### src/rtl/nand_result_fifo.sv
// nand_result_fifo
//   First-word-fall-through FIFO buffering 4-bit NAND result words between
//   the NAND gate output and a downstream consumer.
//
//   Parameters
//     WIDTH  data width in bits (default 4)
//     DEPTH  storage entries; legal values 2, 4, 8, 16 (default 4)
//
//   Ports
//     clk        rising-edge clock
//     rst_n      synchronous active-low reset
//     in_data    word from the upstream NAND output
//     in_valid   in_data valid this cycle
//     in_ready   FIFO can accept a word (count != DEPTH)
//     out_data   head-of-FIFO word; holds last value when empty
//     out_valid  out_data holds a valid word (count != 0)
//     out_ready  consumer accepts out_data this cycle
//     count      number of stored words
//     drop_cnt   saturating count of writes offered while full
//                (only when NAND_FIFO_DROP_CNT_EN is defined)
//
//   Optional feature macro: NAND_FIFO_DROP_CNT_EN
module nand_result_fifo #(
  parameter int WIDTH = 4,
  parameter int DEPTH = 4
) (
  input  logic                     clk,
  input  logic                     rst_n,
  input  logic [WIDTH-1:0]         in_data,
  input  logic                     in_valid,
  output logic                     in_ready,
  output logic [WIDTH-1:0]         out_data,
  output logic                     out_valid,
  input  logic                     out_ready,
  output logic [$clog2(DEPTH):0]   count
`ifdef NAND_FIFO_DROP_CNT_EN
  ,
  output logic [7:0]               drop_cnt
`endif
);

  localparam int PW = $clog2(DEPTH);
  localparam int CW = PW + 1;

  logic [WIDTH-1:0] mem [DEPTH];
  logic [PW-1:0]    rd_ptr;
  logic [PW-1:0]    wr_ptr;
  logic [PW-1:0]    rd_next;
  logic [CW-1:0]    count_next;
  logic [WIDTH-1:0] head_next;
  logic             push;
  logic             pop;

  // Handshake flags depend only on registered count.
  assign in_ready  = (count != CW'(DEPTH));
  assign out_valid = (count != '0);
  assign push      = in_valid & in_ready;
  assign pop       = out_valid & out_ready;

  always_comb begin
    rd_next    = pop ? rd_ptr + PW'(1) : rd_ptr;
    count_next = count;
    case ({push, pop})
      2'b10:   count_next = count + CW'(1);
      2'b01:   count_next = count - CW'(1);
      default: count_next = count;
    endcase
  end

  // out_data is a register loaded with the word that will be at the head
  // after this edge. If that slot is the one being written right now, the
  // word comes straight from in_data; when the FIFO goes empty it holds.
  always_comb begin
    head_next = out_data;
    if (count_next != '0) begin
      if (push && (rd_next == wr_ptr)) begin
        head_next = in_data;
      end else begin
        head_next = mem[rd_next];
      end
    end
  end

  always_ff @(posedge clk) begin
    if (rst_n && push) begin
      mem[wr_ptr] <= in_data;
    end
  end

  always_ff @(posedge clk) begin
    if (!rst_n) begin
      rd_ptr   <= '0;
      wr_ptr   <= '0;
      count    <= '0;
      out_data <= '0;
    end else begin
      if (push) begin
        wr_ptr <= wr_ptr + PW'(1);
      end
      rd_ptr   <= rd_next;
      count    <= count_next;
      out_data <= head_next;
    end
  end

`ifdef NAND_FIFO_DROP_CNT_EN
  logic drop;
  assign drop = in_valid & ~in_ready;

  always_ff @(posedge clk) begin
    if (!rst_n) begin
      drop_cnt <= '0;
    end else if (drop && (drop_cnt != 8'hFF)) begin
      drop_cnt <= drop_cnt + 8'd1;
    end
  end
`endif

endmodule

### config.mk
export PLATFORM = sky130hd
export DESIGN_NAME = nand_result_fifo
export DESIGN_NICKNAME = d
export VERILOG_FILES = /design/src/rtl/nand_result_fifo.sv
export SDC_FILE = /design/constraint.sdc
export NUM_CORES = 1
export LEC_CHECK = 0
export CAP_MARGIN = 10
export CELL_PAD_IN_SITES_DETAIL_PLACEMENT = 0
export CELL_PAD_IN_SITES_GLOBAL_PLACEMENT = 1
export CORE_MARGIN = 1.5
export CORE_UTILIZATION = 46
export DETAILED_ROUTE_END_ITERATION = 10
export PLACE_DENSITY_LB_ADDON = 0.1
export SYNTH_ARGS = -nofsm -noshare
export SYNTH_HDL_FRONTEND = slang
export SYNTH_SLANG_ARGS = --single-unit
export TNS_END_PERCENT = 1
### constraint.sdc
create_clock -name clk -period 7.4 [get_ports clk]
set_input_delay 1.11 -clock clk [delete_from_list [all_inputs] [get_ports clk]]
set_output_delay 1.11 -clock clk [all_outputs]
set_load 0.005 [all_outputs]
# Yosys cells after proc, flatten, opt, wreduce, memory -nomap -nowiden
# Memory sizes are Yosys's and may differ from the RTL's. A register that Yosys moved wholly into a read port is not among the register bits.
# Index checks and enable logic that the tools add are counted.
dict set report word_totals {
  memories 1
  ram_bits 16
  inputBits 8
  output_inout_bits 9
  register_bits 7
  wordCells 21
}
dict set report classes {
  addsub 4
  muxes 4
  n_bitwise 2
  reduce_logical 4
  n_eq_ne 3
}
# name words word_bits read_ports rd_ports_with_merged_regs wr line_no
set memory_table {}
lappend memory_table {mem 4 4 1 1 1 45} ;# logic [WIDTH-1:0] mem [DEPTH];
# cell count
set ops {}
lappend ops {{$pmux 3 s2} 1}
lappend ops {{$reduce_bool 3->1} 2}
lappend ops {{$add 2x1->2 const B} 2}
lappend ops {{$add 3x1->3 const B} 1}
lappend ops {{$ne 3x3->1 const B} 1}
lappend ops {{$sub 3x1->3 const B} 1}
lappend ops {{$and 1x1->1} 2}
lappend ops {{$eq 2x1->1 const B} 1}
lappend ops {{$eq 2x2->1 const B} 1}
lappend ops {{$mux 1} 2}
lappend ops {{$mux 2} 1}
lappend ops {{$logic_and 1x1->1} 1}
lappend ops {{$logic_not 1->1} 1}

# Longest topological paths before layout
# Gate-level depths: netlist of the first run.
dict set report logic_depth {
  ltp_word 5
  mapped_depth 12
  ltp_nobuf 11
}

# Least setup slack after synthesis of the first run
# Ideal clock, no wire load.
dict set report synth_timing {
  path_kind {in2reg}
  from {in out_ready}
  to {reg out_data[0] (read register of mem)}
  n_path_buf 1
  cell_stages 11
  arrival_time_ps 2894
  setup_ps 74
  t_required_ps 7326
  setup_slack_ps 4432
  path_cell_list {nand2_8 > inv_4 > buf_2 > ha_1 > inv_1 > fa_1 > xor2_1 > o211a_1 > o21ai_1 > o21ai_0 > a31oi_1}
}
dict set report synth_via {
  elab_chain_cells 4
  elab_cells_between_ends 6
  cone_classes {2 x eq/ne; 2 x mux; 1 x bitwise; 1 x reduce/logical}
}
# item line_no
set synth_rtl {}
lappend synth_rtl {{start, declared} 34} ;# input logic out_ready,
lappend synth_rtl {{$and 1x1->1 *} 58} ;# assign pop = out_valid & out_ready;
lappend synth_rtl {{$eq 2x1->1 / $eq 2x2->1 (equally long branches)} 63} ;# case ({push, pop})
lappend synth_rtl {{$pmux 3 s2} 63}
lappend synth_rtl {{$reduce_bool 3->1} 75} ;# if (count_next != '0) begin
lappend synth_rtl {{end, declared} 32} ;# output logic [WIDTH-1:0] out_data,
# Mark *: on every way between the ends. The rest lies on a longest branch, timed or not.
# A chain may end at the register's enable or synchronous reset.

# Worst setup path after layout of the first run
dict set report layout_timing {
  from {in out_ready}
  to {reg out_data[3] (read register of mem)}
}
# The elaborated chain is that of the path after synthesis.

==> results of run 1 <==
[placed cells by master (no fill, tap or decap)]
| cell | count |
|---|---|
| clkdlybuf4s50_1 | 16 |
| edfxtp_1 | 16 |
| o21ai_0 | 14 |
| dfxtp_1 | 11 |
| and2_1 | 9 |
| nand2_1 | 8 |
| nand3_1 | 6 |
| inv_1 | 5 |
| ha_1 | 5 |
| xnor2_1 | 4 |
| nor3b_1 | 4 |
| nor3_1 | 4 |
| mux2_2 | 4 |
| o22ai_1 | 4 |
| o221ai_1 | 4 |
| a31oi_1 | 4 |
| clkbuf_4 | 3 |
| and3_1 | 2 |
| xor2_1 | 2 |
| o21ai_1 | 2 |
| a21boi_0 | 2 |
| or3_4 | 1 |
| nand2_8 | 1 |
| inv_4 | 1 |
| or4b_4 | 1 |
| o31ai_4 | 1 |
| or2_1 | 1 |
| nand2b_1 | 1 |
| o211a_1 | 1 |
| a22oi_1 | 1 |
| o21a_4 | 1 |
| or3_1 | 1 |
| fa_1 | 1 |
| clkinvlp_4 | 1 |
[Yosys cell counts, types with 2 or more instances]
master and instances:
xnor2_1 4, dfxtp_1 11, o21ai_1 2, o22ai_1 4, o221ai_1 4, mux2_2 4, ha_1 5, inv_1 5
o21ai_0 14, xor2_1 2, nor3_1 4, clkbuf_1 4, nand2_1 8, edfxtp_1 16, and2_1 9, and3_1 2
a31oi_1 4, nand3_1 6, nor3b_1 4, a21boi_0 2
[sequential cells by signal, indices dropped and copies added, names as in the netlist]
name,cells
rd_ptr,2
count,3
out_data,4
mem,16
wr_ptr,2
[how the worst min path moves through the flow]
stage	slack, ns	to	cells after the start
2_1_floorplan	0.50	wr_ptr[1]$_SDFFE_PN0N_	2
3_3_place_gp	0.53	wr_ptr[1]$_SDFFE_PN0N_	2
3_5_place_dp	0.54	wr_ptr[1]$_SDFFE_PN0N_	2
4_1_cts	0.56	wr_ptr[1]$_SDFFE_PN0N_	2
5_1_grt	0.59	wr_ptr[1]$_SDFFE_PN0N_	2
6_report	0.55	wr_ptr[1]$_SDFFE_PN0N_	2
[metal layers]
layer  share of wire (%)  up-vias  routed length (µm)
met5                   0        -                   0
met4                0.59        0                  16
met3                 2.9        2                  78
met2                  51       14                1389
met1                  45      500                1219
li1                    -      502                   -
[worst min-delay path, stage by stage, from the launching register on]
cell and delay [ns]:
dfxtp_1 0.39, nand2_1 0.07, a21boi_0 0.07
[power by group]
| part | leakage [nW] | internal, mW | total [mW] | switching, mW |
|---|---|---|---|---|
| clock | 0.0139 | 0.0206 | 0.0647 | 0.0441 |
| sequential | 0.236 | 0.186 | 0.219 | 0.0333 |
| combinational | 0.292 | 0.138 | 0.276 | 0.138 |
[cell type report]
type                    instances  area, µm²
clock inverters                 1      7.507
clock buffers                   3      22.52
repair buffers                 16      160.2
fillers                       256       1217
flip-flops and latches         27      700.7
well taps                      31      38.79
multi-input cells              89      656.9
inverters                       6      25.02
[cells by family (layout without fill, tap and decap cells)]
logic type / count (synthesis) / in the layout / share of synthesized area [%]
simple gates: 39 / 39 / 17.31
compound gates: 34 / 34 / 16.68
flops: 27 / 27 / 49.96
buf+inv: 11 / 26 / 3.211
fa+ha+maj: 6 / 6 / 5.888
xor+xnor: 6 / 6 / 3.747
mux: 4 / 4 / 3.211
[through the flow]
step                cell area, µm²  std cells
global placement              1582        169
global route                  1612        173
finish                        1612        173
detailed placement            1582        169
CTS                           1612        173
floorplan                     1403        127
==> impl_table.tex, run 1 <==
\begin{tabular}{lr}
\hline
Metric & Value \\
\hline
\multicolumn{2}{l}{\textbf{Floorplan}} \\
Floorplan die height & 58.22 µm \\
Number of top-level pins & 17 \\
Num rows & 19 \\
Area of the die & 3390 µm² \\
Initial Utilization & 49.58\% \\
Core Region & 2829 µm² \\
Die boundary width & 58.22 µm \\
\multicolumn{2}{l}{\textbf{Worst setup path}} \\
Number of cells traversed by the worst register-to-register path & 11 \\
Top cell family by delay on the critical path & compound AO/OA/AOI/OAI gates \\
Worst Setup Path Type & in2reg \\
FF-to-FF End & out\_data[3]\$\_SDFFE\_PN0P\_ \\
Kind of end point of the critical path & flop \\
Capturing instance or port of the critical path & out\_data[3]\$\_SDFFE\_PN0P\_ \\
Worst EP arrival & 3.61 ns \\
Setup slack, reg-to-reg & 4.75 ns \\
Reg2Reg Launch Point & count[2]\$\_SDFF\_PN0\_ \\
Total stage count of the critical path & 11 \\
Max stage delay cell, worst path & clkdlybuf4s50\_1 \\
Required @ worst endpoint & 7.66 ns \\
Largest stage delay on the critical path & 0.56 ns \\
Critical Path Start Type & input pin \\
Worst Setup SP & out\_ready \\
Crit-path max FO & 14 \\
Ordered list of cells on the worst path & clkdlybuf4s50\_1, nand2\_8, inv\_4, ha\_1, inv\_1, fa\_1, xor2\_1, o211a\_1, o21ai\_1, o21ai\_0, a31oi\_1 \\
Critical path buffers and inverters & 3 \\
\multicolumn{2}{l}{\textbf{GRT}} \\
Met1 Track Usage GR & 21.26\% \\
Maximum number of pins on one net before global-route repair & 20 \\
Grt peak-use layer & met2 \\
Antenna violations before repair & 0 \\
Met2 Track Usage GR & 31.82\% \\
Global router's overall resource usage & 17.28\% \\
Sum of overflow across all layers after global routing & 0 \\
First-pass GRT wire length & 4457 µm \\
Number of global-route vias before repair & 988 \\
Global routing usage on met3 & 2.455\% \\
\multicolumn{2}{l}{\textbf{STA}} \\
Total Negative Setup Slacks & 0 ns \\
Actual slew at the worst max-slew pin & 0.5598 ns \\
Setup repair after global routing missed its margin & no \\
Final Max Slew Viols & 0 \\
Setup slack of the critical path after layout & 4.043 ns \\
Ratio of final minimum period to clock period & 45.37\% \\
Tightest slew margin relative to the limit & 62.63\% \\
Worst Hold Slack & 0.5526 ns \\
Setup Viol. Count Final & 0 \\
Count of endpoints failing hold in the final timing report & 0 \\
Maximum achievable frequency & 297.8 MHz \\
Minimum period implied by the final worst setup slack & 3.357 ns \\
Worst clock skew & 0.006317 ns \\
\multicolumn{2}{l}{\textbf{Synthesis}} \\
Post-synth top flop & edfxtp\_1 \\
Number of enable-type register cells in the synthesized netlist & 16 \\
Unique cell type count in the Yosys netlist & 33 \\
Total of flip-flops plus latches after synthesis & 27 \\
Share of synthesized area occupied by flip-flops and latches & 49.96\% \\
Area share of the largest cell type after synthesis & 34.26\% \\
Proportion of register bits with asynchronous set or reset after synthesis & 0\% \\
Number of standard cells after synthesis & 127 \\
Top area cells in the synthesized netlist & edfxtp\_1 (34\%), dfxtp\_1 (16\%), o21ai\_0 (5.0\%) \\
Total number of yosys warnings & 0 \\
Syn\_nets & 141 \\
Area of the mapped netlist & 1403 µm² \\
Library cell occupying the most area in the post-synthesis netlist & edfxtp\_1 \\
Post-synthesis area per instance & 11.04 µm² \\
\multicolumn{2}{l}{\textbf{Place}} \\
Input/output buffers & 16 \\
Final weighted congestion of routability-driven global placement & 0.7748 \\
Post-Place Setup Slack & 3.698 ns \\
Detailed Place HPWL & 2087 µm \\
\multicolumn{2}{l}{\textbf{Drt}} \\
Number of vias in the routed layout & 1018 \\
WL per Instance & 15.62 µm \\
Number of nets with antenna violations after routing & 0 \\
Via-to-Cell Ratio & 5.884 \\
Detailed-route DRC error count & 0 \\
DRT Pass-1 Iters & 4 \\
Post-Route WL & 2702 µm \\
First DRT Iteration DRCs & 16 \\
\multicolumn{2}{l}{\textbf{Pwr}} \\
Overall power consumption & 0.5601 mW \\
Leakage power figure & 0.5418 nW \\
Power density normalized to cell area & 347.5 nW/µm² \\
Worst IR Drop VDD & 0.1782 mV \\
\multicolumn{2}{l}{\textbf{CTS}} \\
Clock network latency to the later pin of the worst-skew pair & 0.32 ns \\
Maximum number of buffers from clock root to sink & 2 \\
Clk slew on worst S/H paths & 0.15 ns \\
CTS H-Tree Depth & 1 \\
Post-CTS sizing & 0 \\
Clock tree from TritonCTS & yes \\
Post-cts hold buffer count & 0 \\
CTS Root Cell & clkbuf\_4 \\
CTS sink cnt & 27 \\
Buffer count from post-CTS setup fixing & 0 \\
Total clock buffers created by CTS & 3 \\
\multicolumn{2}{l}{\textbf{Min path}} \\
Worst hold-check path type & reg2reg \\
Launch instance of the worst min-delay path & wr\_ptr[1]\$\_SDFFE\_PN0N\_ \\
\multicolumn{2}{l}{\textbf{Cells and area}} \\
\# nets final & 157 \\
Number of inserted diodes & 0 \\
Layout cell share with drive strength beyond 1 & 9.859\% \\
Syn-to-layout area delta & 14.90\% \\
Final Core Density & 56.97\% \\
\multicolumn{2}{l}{\textbf{Run status}} \\
Status & finished, final reports clean \\
\multicolumn{2}{l}{\textbf{Flow run}} \\
Number of max-cap violations & 0 \\
\hline
\end{tabular}
Note: power is estimated with default switching activity, not from simulation.
==> inputs of run 2 (changes only) <==
--- a/config.mk
+++ b/config.mk
@@ -9,7 +9,7 @@
 export CELL_PAD_IN_SITES_DETAIL_PLACEMENT = 0
 export CELL_PAD_IN_SITES_GLOBAL_PLACEMENT = 1
 export CORE_MARGIN = 1.5
-export CORE_UTILIZATION = 46
+export CORE_UTILIZATION = 39
 export DETAILED_ROUTE_END_ITERATION = 10
 export PLACE_DENSITY_LB_ADDON = 0.1
 export SYNTH_ARGS = -nofsm -noshare
==> constraint.sdc (replaced) <==
create_clock -name clk -period 2.9 [get_ports clk]
set_input_delay 0.435 -clock clk [delete_from_list [all_inputs] [get_ports clk]]
set_output_delay 0.435 -clock clk [all_outputs]
set_load 0.005 [all_outputs]
==> run 2 against run 1 <==
Die area rose by 17%. Sequential share of layout area down 1.0 points. Utilization fell by 8.3 points. Largest power group unchanged. Register-to-register slack lost 4.2 ns. Design area is 2.4% higher. Worst hold slack better by 0.0016 ns. Clock-buffer cell count stayed put.
==> impl_table.tex, run 2 (same netlist as run 1, synthesis figures left out) <==
\begin{tabular}{lr}
\hline
Metric & Value \\
\hline
\multicolumn{2}{l}{\textbf{Worst setup path}} \\
Worst Setup Path Type & reg2reg (was in2reg) \\
Ordered list of cells on the worst path & inv\_1, nand3\_1, nand2\_1, ha\_1, inv\_1, fa\_1, xor2\_1, o211a\_1, o21ai\_1, buf\_4, o21ai\_0, a31oi\_1 (was clkdlybuf4s50\_1, nand2\_8, inv\_4, ha\_1, inv\_1, fa\_1, xor2\_1, o211a\_1, o21ai\_1, o21ai\_0, a31oi\_1) \\
Worst EP arrival & 2.67 ns (was 3.61 ns) \\
Max stage delay cell, worst path & dfxtp\_1 (was clkdlybuf4s50\_1) \\
Crit-path max FO & 8 (was 14) \\
Largest stage delay on the critical path & 0.39 ns (was 0.56 ns) \\
Kind of end point of the critical path & flop (unchanged) \\
Critical path buffers and inverters & 3 (unchanged) \\
Number of cells traversed by the worst register-to-register path & 12 (was 11) \\
Setup slack, reg-to-reg & 0.50 ns (was 4.75 ns) \\
Most common cell type on the critical path & inv\_1 \\
Required @ worst endpoint & 3.17 ns (was 7.66 ns) \\
Reg2Reg Launch Point & count[0]\$\_SDFF\_PN0\_ (was count[2]\$\_SDFF\_PN0\_) \\
Critical Path Start Type & flop (was input pin) \\
Top cell family by delay on the critical path & adder cells (was compound AO/OA/AOI/OAI gates) \\
FF-to-FF End & out\_data[0]\$\_SDFFE\_PN0P\_ (was out\_data[3]\$\_SDFFE\_PN0P\_) \\
\multicolumn{2}{l}{\textbf{Drt}} \\
Number of vias in the routed layout & 1000 (was 1018) \\
Via-to-Cell Ratio & 5.236 (was 5.884) \\
M1 WL & 1262 µm (was 1219 µm) \\
Post-Route WL & 2678 µm (was 2702 µm) \\
DRT Pass-1 Iters & 4 (unchanged) \\
Met2 layer wire length in the routed design & 1290 µm (was 1389 µm) \\
Top metal layer carrying routed signals & met4 (unchanged) \\
Number of nets with antenna violations after routing & 0 (unchanged) \\
Total length of routed met3 wires & 112 µm (was 78 µm) \\
WL per Instance & 14.02 µm (was 15.62 µm) \\
First DRT Iteration DRCs & 40 (was 16) \\
Detailed-route DRC error count & 0 (unchanged) \\
\multicolumn{2}{l}{\textbf{Floorplan}} \\
Area of the die & 3965 µm² (was 3390 µm²) \\
Number of top-level pins & 17 (unchanged) \\
Initial Utilization & 41.38\% (was 49.58\%) \\
Die boundary width & 62.97 µm (was 58.22 µm) \\
Core Region & 3390 µm² (was 2829 µm²) \\
Num rows & 21 (was 19) \\
Floorplan die height & 62.97 µm (was 58.22 µm) \\
\multicolumn{2}{l}{\textbf{Flow run}} \\
Number of max-cap violations & 0 (unchanged) \\
\multicolumn{2}{l}{\textbf{Min path}} \\
Launch instance of the worst min-delay path & wr\_ptr[1]\$\_SDFFE\_PN0N\_ (unchanged) \\
Worst hold stages & 2 (unchanged) \\
Worst hold endpoint & wr\_ptr[1]\$\_SDFFE\_PN0N\_ (unchanged) \\
Worst hold-check path type & reg2reg (unchanged) \\
\multicolumn{2}{l}{\textbf{CTS}} \\
Total clock buffers created by CTS & 3 (unchanged) \\
CTS H-Tree Depth & 1 (unchanged) \\
CTS sink cnt & 27 (unchanged) \\
Clk slew on worst S/H paths & 0.15 ns (about the same) \\
Post-CTS sizing & 0 (unchanged) \\
Post-cts hold buffer count & 0 (unchanged) \\
CTS Root Cell & clkbuf\_4 (unchanged) \\
Maximum number of buffers from clock root to sink & 2 (unchanged) \\
Buffer count from post-CTS setup fixing & 0 (unchanged) \\
Clock tree from TritonCTS & yes (unchanged) \\
Clock network latency to the later pin of the worst-skew pair & 0.32 ns (about the same) \\
\multicolumn{2}{l}{\textbf{GRT}} \\
Global router's overall resource usage & 14.11\% (was 17.28\%) \\
Maximum number of pins on one net before global-route repair & 20 (unchanged) \\
Antenna violations before repair & 0 (unchanged) \\
Number of global-route vias before repair & 948 (was 988) \\
Sum of overflow across all layers after global routing & 0 (unchanged) \\
First-pass GRT wire length & 4333 µm (was 4457 µm) \\
\multicolumn{2}{l}{\textbf{Place}} \\
Final weighted congestion of routability-driven global placement & 0.7863 (was 0.7748) \\
Input/output buffers & 16 (unchanged) \\
Placed cells & 187 (was 169) \\
Detailed Place HPWL & 2031 µm (was 2087 µm) \\
\multicolumn{2}{l}{\textbf{STA}} \\
Minimum period implied by the final worst setup slack & 2.400 ns \\
Tightest slew margin relative to the limit & 62.95\% (was 62.63\%) \\
Total Negative Setup Slacks & 0 ns (unchanged) \\
Maximum achievable frequency & 416.7 MHz \\
Worst clock skew & 0.01008 ns (was 0.006317 ns) \\
Count of endpoints failing hold in the final timing report & 0 (unchanged) \\
Actual slew at the worst max-slew pin & 0.5550 ns (was 0.5598 ns) \\
Final Max Slew Viols & 0 (unchanged) \\
Setup repair after global routing missed its margin & no (unchanged) \\
Setup Viol. Count Final & 0 (unchanged) \\
Ratio of final minimum period to clock period & 82.75\% \\
\multicolumn{2}{l}{\textbf{Cells and area}} \\
Register name with the most flops & mem (unchanged) \\
Largest register FFs & 16 (unchanged) \\
Filler-free cell count of the finished design & 191 (was 173) \\
Syn-to-layout area delta & 17.66\% (was 14.90\%) \\
Top library cells by usage in the layout, fill and taps aside & clkdlybuf4s50\_1 (16), edfxtp\_1 (16), o21ai\_0 (14), dfxtp\_1 (11), and2\_1 (9) (unchanged) \\
Number of inserted diodes & 0 (unchanged) \\
\# nets final & 160 (was 157) \\
Biggest regs & mem: 16 flops, out\_data: 4 flops, count: 3 flops (unchanged) \\
Final Core Density & 48.69\% (was 56.97\%) \\
Layout cell share with drive strength beyond 1 & 11.72\% (was 9.859\%) \\
\multicolumn{2}{l}{\textbf{Pwr}} \\
Power density normalized to cell area & 887.0 nW/µm² (was 347.5 nW/µm²) \\
Fraction of power consumed by sequential logic & 37.9\% (was 39.2\%) \\
Fraction of power consumed by combinational cells & 50.8\% (was 49.3\%) \\
Leakage power figure & 0.5610 nW (was 0.5418 nW) \\
Worst IR Drop VDD & 0.6591 mV (was 0.1782 mV) \\
Switching share of total power & 37.87\% (was 38.47\%) \\
Net load switching power & 0.5544 mW (was 0.2154 mW) \\
Internal & 0.9094 mW (was 0.3446 mW) \\
Share of power burned in the clock network & 11.3\% (was 11.6\%) \\
\multicolumn{2}{l}{\textbf{Run status}} \\
Status & finished, final reports clean (unchanged) \\
\hline
\end{tabular}
## run 2: cell count changes in the layout (fill, tap and decap cells not counted), sizes merged
cell / change
clkinvlp: -1
clkinv: +1
buf: +3
## run 2: power groups by stage
stage	clock [mW]	combinational, mW	sequential, mW
floorplan	0	0.523	0.529
global placement	0	0.742	0.561
detailed placement	0	0.747	0.563
CTS	0.170	0.752	0.555
global route	0.188	0.819	0.569
finish	0.165	0.744	0.555
## run 2: routing by layer
metal  global-route usage [%]  vias to the layer above
met5                        0                        -
met4                    4.167                        0
met3                    2.703                        2
met2                    24.60                       23
met1                    17.59                      469
li1                         -                      506
## run 2: metrics by stage
stage | hold WS (ns) | instance area [µm²] | total power [mW] | worst slack (ns)
global route | 0.5999 | 1650 | 1.576 | 0.2823
floorplan | 0.4995 | 1403 | 1.052 | 0.4324
global placement | 0.5268 | 1623 | 1.303 | 0.1719
CTS | 0.5628 | 1650 | 1.478 | 0.4643
detailed placement | 0.5431 | 1623 | 1.310 | 0.1648
finish | 0.5542 | 1650 | 1.464 | 0.5003
## run 2: final cells by class
type,instances,area (µm²)
clock buffer,3,22.52
sequential,27,700.7
tap,46,57.56
timing repair buffer,19,182.7
clock inverter,1,5.005
inverter,6,25.02
multi-input combinational,89,656.9
fill,335,1739
## run 2: worst max-delay path by stage
stage / startpoint / endpoint / slack (ns) / depth (start not counted)
floorplan: count[2]$_SDFF_PN0_ / out_data[0]$_SDFFE_PN0P_ / 0.43 / 12
global placement: out_ready / out_data[2]$_SDFFE_PN0P_ / 0.17 / 12
detailed placement: out_ready / out_data[1]$_SDFFE_PN0P_ / 0.16 / 12
CTS: count[0]$_SDFF_PN0_ / out_data[0]$_SDFFE_PN0P_ / 0.46 / 12
global route: count[0]$_SDFF_PN0_ / out_data[3]$_SDFFE_PN0P_ / 0.28 / 12
finish: count[0]$_SDFF_PN0_ / out_data[0]$_SDFFE_PN0P_ / 0.50 / 12
## run 2: tightest hold or removal path, delay by kind of cell, from the launching register on
kind               cells  cell delay (ns)
DFF                    1             0.39
and+or+nand+nor        1             0.07
AOI/OAI and AO/OA      1             0.07
==> inputs of run 3 (changes only) <==
==> constraint.sdc (replaced) <==
create_clock -name clk -period 2.2 [get_ports clk]
set_input_delay 0.33 -clock clk [delete_from_list [all_inputs] [get_ports clk]]
set_output_delay 0.33 -clock clk [all_outputs]
set_load 0.005 [all_outputs]
==> run 3 against run 2 <==
Sequential power increased by 26%. Fmax increased by 8.9%. Routed wire length up 13%. Worst hold slack lost 0.015 ns. Cell count is 7.3% higher. The flow now finishes with violations (negative setup slack). Global-route usage increased by 2.9 points. Die area unchanged. Total power rose by 48%. Clock power is 37% higher. First-iteration DRC count increased by 48%. Via count grew 6.8%.
==> impl_table.tex, run 3 (same netlist as run 1, synthesis figures left out) <==
\begin{tabular}{lr}
\hline
Metric & Value \\
\hline
\multicolumn{2}{l}{\textbf{Place}} \\
Detailed Place HPWL & 2288 µm (was 2031 µm) \\
Input/output buffers & 16 (unchanged) \\
Post-Place Setup Slack & -0.3464 ns (was 0.1648 ns) \\
Final weighted congestion of routability-driven global placement & 0.7308 (was 0.7863) \\
\multicolumn{2}{l}{\textbf{STA}} \\
Setup slack of the critical path after layout & -0.003549 ns (was 0.5003 ns) \\
Final Max Slew Viols & 0 (unchanged) \\
Maximum achievable frequency & 453.8 MHz (was 416.7 MHz) \\
Minimum period implied by the final worst setup slack & 2.204 ns (was 2.400 ns) \\
Setup repair after global routing missed its margin & yes (was no) \\
Total Negative Setup Slacks & -0.004267 ns (was 0 ns) \\
Tightest slew margin relative to the limit & 76.86\% (was 62.95\%) \\
Ratio of final minimum period to clock period & 100.2\% (was 82.75\%) \\
Setup Viol. Count Final & 2 (was 0) \\
Worst clock skew & 0.007210 ns (was 0.01008 ns) \\
Count of endpoints failing hold in the final timing report & 0 (unchanged) \\
Actual slew at the worst max-slew pin & 0.3447 ns (was 0.5550 ns) \\
\multicolumn{2}{l}{\textbf{Drt}} \\
WL per Instance & 14.80 µm (was 14.02 µm) \\
Number of nets with antenna violations after routing & 0 (unchanged) \\
Via-to-Cell Ratio & 5.210 (was 5.236) \\
Detailed-route DRC error count & 0 (unchanged) \\
Post-Route WL & 3033 µm (was 2678 µm) \\
First DRT Iteration DRCs & 59 (was 40) \\
DRT Pass-1 Iters & 4 (unchanged) \\
Number of vias in the routed layout & 1068 (was 1000) \\
\multicolumn{2}{l}{\textbf{CTS}} \\
CTS sink cnt & 27 (unchanged) \\
Clock tree from TritonCTS & yes (unchanged) \\
Buffer count from post-CTS setup fixing & 0 (unchanged) \\
Clock network latency to the later pin of the worst-skew pair & 0.33 ns (was 0.32 ns) \\
CTS H-Tree Depth & 1 (unchanged) \\
Total clock buffers created by CTS & 3 (unchanged) \\
Maximum number of buffers from clock root to sink & 2 (unchanged) \\
Post-cts hold buffer count & 0 (unchanged) \\
CTS Root Cell & clkbuf\_4 (unchanged) \\
Clk slew on worst S/H paths & 0.16 ns (was 0.15 ns) \\
\multicolumn{2}{l}{\textbf{Cells and area}} \\
Biggest regs & mem: 16 flops, out\_data: 4 flops, count: 3 flops (unchanged) \\
Number of inserted diodes & 0 (unchanged) \\
Top library cells by usage in the layout, fill and taps aside & buf\_4 (17), clkdlybuf4s50\_1 (16), edfxtp\_1 (16), o21ai\_0 (10) (was clkdlybuf4s50\_1 (16), edfxtp\_1 (16), o21ai\_0 (14), dfxtp\_1 (11), and2\_1 (9)) \\
Largest register FFs & 16 (unchanged) \\
Syn-to-layout area delta & 27.65\% (was 17.66\%) \\
Most common cell after layout, fill and taps aside & buf\_4 \\
Register name with the most flops & mem (unchanged) \\
Final Core Density & 52.82\% (was 48.69\%) \\
Layout cell share with drive strength beyond 1 & 23.90\% (was 11.72\%) \\
\# nets final & 174 (was 160) \\
\multicolumn{2}{l}{\textbf{Pwr}} \\
Overall power consumption & 2.173 mW (was 1.464 mW) \\
Power density normalized to cell area & 1214 nW/µm² (was 887.0 nW/µm²) \\
Worst IR Drop VDD & 0.7152 mV (was 0.6591 mV) \\
Leakage power figure & 0.6291 nW (was 0.5610 nW) \\
\multicolumn{2}{l}{\textbf{Min path}} \\
Worst hold-check path type & reg2reg (unchanged) \\
Launch instance of the worst min-delay path & out\_data[3]\$\_SDFFE\_PN0P\_ (was wr\_ptr[1]\$\_SDFFE\_PN0N\_) \\
Worst hold stages & 2 (unchanged) \\
\multicolumn{2}{l}{\textbf{Flow run}} \\
Number of max-cap violations & 0 (unchanged) \\
\multicolumn{2}{l}{\textbf{Floorplan}} \\
Number of top-level pins & 17 (unchanged) \\
Floorplan die height & 62.97 µm (unchanged) \\
Num rows & 21 (unchanged) \\
Initial Utilization & 41.38\% (unchanged) \\
Die boundary width & 62.97 µm (unchanged) \\
Area of the die & 3965 µm² (unchanged) \\
Core Region & 3390 µm² (unchanged) \\
\multicolumn{2}{l}{\textbf{Worst setup path}} \\
Required @ worst endpoint & 2.47 ns (was 3.17 ns) \\
Max stage delay cell, worst path & fa\_1 (was dfxtp\_1) \\
Largest stage delay on the critical path & 0.43 ns (was 0.39 ns) \\
Number of cells traversed by the worst register-to-register path & 10 (was 12) \\
Total stage count of the critical path & 10 (was 12) \\
Worst Setup Path Type & reg2reg (unchanged) \\
Top cell family by delay on the critical path & compound AO/OA/AOI/OAI gates (was adder cells) \\
Worst EP arrival & 2.47 ns (was 2.67 ns) \\
Kind of end point of the critical path & flop (unchanged) \\
Crit-path max FO & 8 (unchanged) \\
Critical Path Start Type & flop (unchanged) \\
Reg2Reg Launch Point & count[2]\$\_SDFF\_PN0\_ (was count[0]\$\_SDFF\_PN0\_) \\
Ordered list of cells on the worst path & or3\_4, nand2\_8, inv\_4, ha\_4, inv\_2, fa\_1, o211a\_1, o21ai\_4, o21ai\_1, a31oi\_1 (was inv\_1, nand3\_1, nand2\_1, ha\_1, inv\_1, fa\_1, xor2\_1, o211a\_1, o21ai\_1, buf\_4, o21ai\_0, a31oi\_1) \\
Critical path buffers and inverters & 2 (was 3) \\
Worst Setup SP & count[2]\$\_SDFF\_PN0\_ (was count[0]\$\_SDFF\_PN0\_) \\
\multicolumn{2}{l}{\textbf{GRT}} \\
First-pass GRT wire length & 5223 µm (was 4333 µm) \\
Antenna violations before repair & 0 (unchanged) \\
Maximum number of pins on one net before global-route repair & 17 (was 20) \\
Global router's overall resource usage & 16.99\% (was 14.11\%) \\
Number of global-route vias before repair & 1065 (was 948) \\
Sum of overflow across all layers after global routing & 0 (unchanged) \\
\multicolumn{2}{l}{\textbf{Run status}} \\
Violated checks & negative setup slack \\
Status & complete, but fails checks (was finished, final reports clean) \\
\hline
\end{tabular}
==> run 3: changes by cell type in the layout (fill, tap and decap cells not counted), sizes merged <==
cell      before  now
buf            3   17
clkinv         1    0
clkinvlp       0    1
==> run 3: worst register-to-register path: stages (launching register included) <==
cell and delay, ns:
dfxtp_2 0.37, or3_4 0.42, nand2_8 0.08, inv_4 0.04, ha_4 0.15, inv_2 0.04
fa_1 0.43, o211a_1 0.16, o21ai_4 0.22, o21ai_1 0.09, a31oi_1 0.15
==> run 3: through the flow <==
stage	cells	area (µm²)	hold WS, ns
global placement	201	1754	0.5092
CTS	205	1790	0.5364
detailed placement	201	1754	0.5119
global route	205	1790	0.5659
finish	205	1790	0.5388
floorplan	127	1435	0.4289
==> run 3: worst paths after layout <==
| check | to | slack [ns] |
|---|---|---|
| setup / recovery | out_data[1]$_SDFFE_PN0P_ | -0.004 |
| hold reg to reg | out_data[3]$_SDFFE_PN0P_ | 0.54 |
| hold / removal | out_data[3]$_SDFFE_PN0P_ | 0.54 |
| setup reg to reg | out_data[1]$_SDFFE_PN0P_ | -0.004 |
==> run 3: per-layer routing <==
layer  up-vias  GRT usage [%]  share of wire, %
met4         0          5.000               1.0
met3         4          2.162               2.8
met1       505          22.78                48
li1        534              -                 -
met2        25          28.59                48
met5         -              0                 0
==> run 3: power by group <==
part           internal, mW  switching, mW  total (mW)
combinational         0.641          0.606        1.25
sequential            0.629         0.0710       0.700
clock                0.0696          0.156       0.226
==> run 3: area by class of cell <==
class | instances | area, µm²
multi-input cells | 89 | 686.9
fillers | 315 | 1599
clock inverters | 1 | 7.507
flip-flops and latches | 27 | 703.2
inverters | 6 | 25.02
clock buffers | 3 | 22.52
well taps | 46 | 57.56
repair buffers | 33 | 287.8
==> run 3: what timing repair did <==
item                                    CTS  global route
pin swaps                                 3             0
endpoints found under the setup margin    4             5
endpoints found under the hold margin     0             0
resized for setup                         2             1
